$ cat config.mk
export PLATFORM = sky130hd
export DESIGN_NAME = coef_load_ctrl
export DESIGN_NICKNAME = d
export VERILOG_FILES = /design/src/rtl/coef_load_ctrl.sv
export SDC_FILE = /design/constraint.sdc
export NUM_CORES = 1
export LEC_CHECK = 0
export ABC_AREA = 1
export CORE_MARGIN = 4
export CORE_UTILIZATION = 45
export CTS_CLUSTER_SIZE = 12
export DETAILED_ROUTE_END_ITERATION = 8
export PLACE_DENSITY = 0.68
export SYNTH_ARGS = -nofsm -noshare
export SYNTH_HDL_FRONTEND = slang
export SYNTH_SLANG_ARGS = --single-unit
$ cat constraint.sdc
create_clock -name clk_i -period 2.05 [get_ports clk_i]
set_input_delay 0.41 -clock clk_i [delete_from_list [all_inputs] [get_ports clk_i]]
set_output_delay 0.41 -clock clk_i [all_outputs]
set_load 0.05 [all_outputs]
$ cat src/rtl/coef_load_ctrl.sv
`default_nettype none
// ============================================================================
//  Module      : coef_load_ctrl
//  Description : FIR coefficient load sequencer. Packs byte pairs from the
//                UART receiver into 12-bit coefficients and writes them in
//                order to the coefficient bank, aborting a stalled load.
//  Revision    : 1.0 - initial release
// ============================================================================
module coef_load_ctrl #(
    parameter int N_COEF      = 16,
    parameter int TIMEOUT_CYC = 1_000_000
) (
    input  logic                      clk_i,
    input  logic                      rst_i,
    input  logic                      pulsador_carga_coef_i,
    input  logic [7:0]                rx_data_i,
    input  logic                      rx_valid_i,
    output logic                      coef_wr_o,
    output logic [$clog2(N_COEF)-1:0] coef_addr_o,
    output logic [11:0]               coef_data_o,
    output logic                      en_recepcion_o,
    output logic                      fin_block_coef_o,
    output logic                      en_fir_o,
    output logic                      err_o
);

    localparam int c_ADDR_W = $clog2(N_COEF);
    localparam int c_TMO_W  = (TIMEOUT_CYC > 1) ? $clog2(TIMEOUT_CYC) : 1;

    localparam logic [c_ADDR_W-1:0] c_LAST_IDX = c_ADDR_W'(N_COEF - 1);
    localparam logic [c_TMO_W-1:0]  c_TMO_LAST = c_TMO_W'(TIMEOUT_CYC - 1);

    localparam logic [1:0] c_IDLE    = 2'd0;
    localparam logic [1:0] c_WAIT_LO = 2'd1;
    localparam logic [1:0] c_WAIT_HI = 2'd2;

    logic [1:0]          r_state;
    logic                r_req_d;
    logic [c_ADDR_W-1:0] r_idx;
    logic [7:0]          r_lo;
    logic [c_TMO_W-1:0]  r_tmo_cnt;
    logic                r_wr;
    logic                r_fin;
    logic [c_ADDR_W-1:0] r_addr;
    logic [11:0]         r_data;
    logic                r_en_fir;
    logic                r_err;

    logic [1:0] w_state_nxt;
    logic       w_req_rise;
    logic       w_tmo_hit;
    logic       w_start;
    logic       w_latch_lo;
    logic       w_wr;
    logic       w_fin;
    logic       w_timeout;
    logic       w_unused_hi;

    assign w_req_rise  = pulsador_carga_coef_i & ~r_req_d;
    assign w_tmo_hit   = (r_tmo_cnt == c_TMO_LAST);
    // Upper nibble of the high byte carries no coefficient information.
    assign w_unused_hi = ^rx_data_i[7:4];

    always_comb begin
        w_state_nxt = r_state;
        w_start     = 1'b0;
        w_latch_lo  = 1'b0;
        w_wr        = 1'b0;
        w_fin       = 1'b0;
        w_timeout   = 1'b0;
        case (r_state)
            c_IDLE: begin
                // A byte arriving alongside the request edge is dropped.
                if (w_req_rise) begin
                    w_state_nxt = c_WAIT_LO;
                    w_start     = 1'b1;
                end
            end
            c_WAIT_LO: begin
                if (rx_valid_i) begin
                    w_state_nxt = c_WAIT_HI;
                    w_latch_lo  = 1'b1;
                end else if (w_tmo_hit) begin
                    w_state_nxt = c_IDLE;
                    w_timeout   = 1'b1;
                end
            end
            c_WAIT_HI: begin
                if (rx_valid_i) begin
                    w_wr = 1'b1;
                    if (r_idx == c_LAST_IDX) begin
                        w_state_nxt = c_IDLE;
                        w_fin       = 1'b1;
                    end else begin
                        w_state_nxt = c_WAIT_LO;
                    end
                end else if (w_tmo_hit) begin
                    w_state_nxt = c_IDLE;
                    w_timeout   = 1'b1;
                end
            end
            default: w_state_nxt = c_IDLE;
        endcase
    end

    always_ff @(posedge clk_i) begin
        if (rst_i) begin
            r_state <= c_IDLE;
        end else begin
            r_state <= w_state_nxt;
        end
    end

    always_ff @(posedge clk_i) begin
        if (rst_i) begin
            r_req_d   <= 1'b0;
            r_idx     <= '0;
            r_lo      <= '0;
            r_tmo_cnt <= '0;
            r_wr      <= 1'b0;
            r_fin     <= 1'b0;
            r_addr    <= '0;
            r_data    <= '0;
            r_en_fir  <= 1'b0;
            r_err     <= 1'b0;
        end else begin
            r_req_d <= pulsador_carga_coef_i;
            r_wr    <= w_wr;
            r_fin   <= w_fin;

            if (w_start) begin
                r_idx     <= '0;
                r_tmo_cnt <= '0;
                r_err     <= 1'b0;
                r_en_fir  <= 1'b0;
            end else if (r_state != c_IDLE) begin
                // Idle-gap counter: any accepted byte restarts it.
                if (rx_valid_i) begin
                    r_tmo_cnt <= '0;
                end else begin
                    r_tmo_cnt <= r_tmo_cnt + c_TMO_W'(1);
                end
            end

            if (w_latch_lo) begin
                r_lo <= rx_data_i;
            end

            if (w_wr) begin
                r_addr <= r_idx;
                r_data <= {rx_data_i[3:0], r_lo};
                r_idx  <= r_idx + c_ADDR_W'(1);
            end

            if (w_fin) begin
                r_en_fir <= 1'b1;
            end

            if (w_timeout) begin
                r_err <= 1'b1;
            end
        end
    end

    assign coef_wr_o        = r_wr;
    assign coef_addr_o      = r_addr;
    assign coef_data_o      = r_data;
    assign en_recepcion_o   = (r_state != c_IDLE);
    assign fin_block_coef_o = r_fin;
    assign en_fir_o         = r_en_fir;
    assign err_o            = r_err;

endmodule
`default_nettype wire

* After elaboration in Yosys (flattened, before gate mapping)
Cells that the tools add are included.
** Cells by class
- Reductions and logical operators :: 7
- Mux-type cells :: 23
- Equality and inequality tests :: 5
- Bitwise gates (word level) :: 2
- Add/subtract/negate cells :: 2
** Operator list (number)
- 20-bit by 1-bit adder with 20-bit output, second input constant :: 1
- 20-bit equality test, second input constant :: 1
- 20-bit two-way mux :: 1
- 1-bit two-way mux :: 15
- 2-bit two-way mux :: 4
- 4-bit two-way mux :: 2
- 2-bit nonzero test :: 4
- 2-bit one-hot mux with 3 select lines :: 1
- 4-bit by 1-bit adder with 4-bit output, second input constant :: 1
- 4-bit equality test, second input constant :: 1
- 2-bit OR reduction :: 2
- 2-bit by 1-bit equality test with 1-bit output, second input constant :: 1
- 2-bit equality test, second input constant :: 1
- 2-bit zero test :: 1
- 2-bit inequality test, second input constant :: 1
- 1-bit bitwise AND :: 1
- 1-bit NOT :: 1
** Word-level totals
- Input port bits :: 12
- Bits in registers :: 55
- Output and inout port bits :: 21

* Logic depth before layout (Yosys ltp)
- Depth after elaboration :: 6
- Mapped depth :: 11

* Worst setup path after synthesis
No wires, ideal clock.
- Path type :: register to register
- From :: reg r_state[0]
- To :: reg r_tmo_cnt[11]
- Setup slack :: 0.337 ns
- Stages on the path, launching flop included :: 11
- Arrival :: 1.604 ns
- Library setup time :: 0.109 ns
- Path through :: dfxtp_1 inv_1 ha_1 inv_2 nand3_1 inv_2 nand3_2 o21ai_2 nand2_1 nand2_1 inv_1
** Between the ends
- Elaborated cells between the ends (all ways) :: 4
- Those cells by class :: 1 x mux; 3 x reduce/logical
** RTL lines
- from (decl) :: line 37 : logic [1:0] r_state;
- from (signal assigned) :: line 108 : r_state <= c_IDLE;
- from (signal assigned) :: line 110 : r_state <= w_state_nxt;
- 2-bit nonzero test
- via en_recepcion_o :: line 21 : output logic en_recepcion_o,
- to (signal assigned) :: line 141 : r_tmo_cnt <= r_tmo_cnt + c_TMO_W'(1);
- to (decl) :: line 41 : logic [c_TMO_W-1:0] r_tmo_cnt;
The timed path passes the listed nets, and every way through them passes these cells.
A chain may end at the register's enable or synchronous reset.

* Final worst setup path
- From :: reg r_data[3] (netlist: coef_data_o[3])
- To :: out coef_data_o[3]
** RTL lines
- from (decl) :: line 45 : logic [11:0] r_data;
- from (signal assigned) :: line 151 : r_data <= {rx_data_i[3:0], r_lo};
- to (decl) :: line 20 : output logic [11:0] coef_data_o,
No word-level cell between the ends.

==> out/qor.csv <==
metric;value;unit
Port-buffer cells;32;
min-delay worst type;reg -> reg;
Worst Hold Endpoint;r_tmo_cnt[0];
crit start category;register;
DP Wirelength;3.691;mm
largest net degree at the start of global routing;31;
DRC;0;
HP Start;r_tmo_cnt[0];
post-synthesis sequential area ratio;0.4576;
pins over their slew limit;0;
Post-CTS Hold Buffers;0;
achievable frequency;517.9;MHz
most instantiated cells after synthesis;nor2_1, dfxtp_1, nand2_1;
share of layout cells above drive strength 1;0.08086;
WP data arrival;1520;ps
Initial DRC Count;108;
crit-path cells;clkdlybuf4s50_1;
Period Utilization, post-route;0.9419;
Crit Path Max Fanout;2;
Multi-input gate area;1117;um2
CTS tree;yes;
Netlist cell types;29;
Reg clk slew, reported paths;100;ps
outcome;finished clean;
FFs w/ async S/R, synth;0;
sequential cell area;1101;um2
setup bufs post-CTS;0;
clock latency on the worst-skew pair;310;ps
cell depth of the worst flop-to-flop path;10;
top cells by area in the synthesized netlist;dfxtp_1, nor2_1, o21ai_0;
core area;5140;um2
setup TNS;0;ps
number of CTS-inserted buffers;5;
Synth Net Count;350;
delay-heaviest family, CP;buffers and inverters;
Synthesis Warnings;0;
largest stage delay on the critical path;830;ps
vias;2111;
Root Buffer;clkbuf_8;
CTS Buffer Depth;2;
Setup-failing EPs final;0;
Clock Skew;7.569;ps
Leak Pwr;1.171;nW
Worst path depth;1;
Antenna Cells;0;
Final Hold Fails;0;
count leader, synth;nor2_1;
crit end category;output pin;
io pins;33;
Slew headroom;0.6581;
Die ar.;6580;um2
grt total ovfl;0;
height of the die;81.12;um
Initial Util;0.4681;
WHS Path Cells;2;
final WL;4.972;mm
top cell type by total area after synthesis;dfxtp_1;
initial antenna violation count;0;
VDD IR max;468.6;uV
wire per inst;11.27;um
Routed Antenna Nets;0;
vias in the first global route;1985;
Setup Crit Path Kind;reg -> out;
synthesized flop and latch total;55;
fill count;513;
end of the worst register-to-register path;r_tmo_cnt[16];
Buf/Inv on CP;1;
Least-Margin Pin Slew;511.3;ps
Yosys top cell area share;0.4576;
Max Cap Viol;0;
Die W;81.12;um
clock sinks;55;
Layout Nets;388;
Crit Reg-Reg Startpoint;r_state[0];
global-route wire length before repair;8.728;mm
Most used DFF post-synth;dfxtp_1;
synthesized instance count;332;
reg2reg setup slack;270;ps
Syn Area/Cell;7.247;um2
RSZ-0062 raised after global routing;false;
Area growth, synth to finish;21.79;%
CP required;1640;ps
vias per inst;4.787;
Mapped Area;2406;um2
Slowest cell on crit path;clkdlybuf4s50_1;
post-CTS resize count;0;
PwrDens;775.3;nW/um2
Cell Rows;26;
Final Wtd Congestion;0.8416;
fin crit period;1931;ps
Post-synth EDFFs;0;
overall routing resource usage;0.1667;
final core occ;0.5701;
H-tree depth;2;
first-pass iteration count of the detailed router;4;
## cell type report
| class | count | area share |
|---|---|---|
| Sequential cell | 55 | 0.3757 |
| Clock buffer | 5 | 0.02348 |
| Inverter | 39 | 0.04996 |
| Tap cell | 70 | 0.02989 |
| Timing Repair Buffer | 40 | 0.1332 |
| Multi-Input combinational cell | 229 | 0.3813 |
| Clock inverter | 3 | 0.006405 |
## stage by stage
stage	power (mW)	area (um2)	hold WS (ps)	worst slack, ps	instances
after floorplan	1.515	2406	443.7	337.4	332
after global placement	1.691	2843	454.4	233.9	433
after detailed placement	1.698	2843	468.4	205.0	433
after CTS	2.298	2930	485.9	93.67	441
after global routing	2.390	2930	514.4	63.17	441
final	2.272	2930	488.1	119.1	441
## kinds of logic after synthesis
logic type,after synthesis,synth area share
AND/OR/NAND/NOR,158,0.2824
AO/OA/AOI/OAI,64,0.1472
flip-flops,55,0.4576
buffers and inverters,48,0.07800
adder cells (fa/ha/maj),6,0.03120
XOR/XNOR,1,0.003641
## registers in the layout, indices dropped and copies added (netlist names)
| name | flops |
|---|---|
| coef_addr_o | 4 |
| err_o | 1 |
| r_state | 2 |
| coef_data_o | 12 |
| r_req_d | 1 |
| r_tmo_cnt | 20 |
| fin_block_coef_o | 1 |
| en_fir_o | 1 |
| r_lo | 8 |
| r_idx | 4 |
| coef_wr_o | 1 |
## where the power goes
part | internal (mW) | switching [mW] | leakage, nW
clock | 0.242 | 0.362 | 0.0483
sequential | 1.13 | 0.0327 | 0.445
combinational | 0.191 | 0.319 | 0.677
## layout by cell type, fill, tap and decap left out
cell and n:
a211oi_1 1, a21oi_1 19, a21oi_4 1, a31o_2 1, a32o_1 1, buf_12 1
buf_4 8, clkbuf_8 5, clkdlybuf4s50_1 31, clkinv_2 2, dfxtp_1 55, ha_1 6
inv_1 37, inv_2 2, inv_6 1, nand2_1 49, nand2_2 1, nand3_1 10
nand3_2 1, nand3_4 1, nand4_1 5, nor2_1 76, nor2_2 3, nor2_4 1
nor3_1 9, nor3b_1 1, nor4_2 1, o211a_1 1, o21ai_0 38, o21ai_2 1
o31ai_1 1, xnor2_1 1
## worst max path at each step
stage / start / slack (ps) / endpoint
global route: coef_data_o[3] / 60 / coef_data_o[3]
global placement: rx_valid_i / 230 / r_idx[3]
finish: coef_data_o[3] / 120 / coef_data_o[3]
detailed placement: pulsador_carga_coef_i / 200 / r_tmo_cnt[11]
floorplan: r_state[0] / 340 / r_tmo_cnt[11]
CTS: coef_data_o[3] / 90 / coef_data_o[3]
## routing by layer
metal | global-route usage | up-vias | share of wire
met4 | 0.04561 | 0 | 0.011
met2 | 0.2874 | 24 | 0.47
met5 | 0 | - | 0
met3 | 0.04324 | 6 | 0.033
li1 | - | 1136 | -
met1 | 0.2052 | 945 | 0.48
Note: power is estimated with default switching activity, not from simulation.
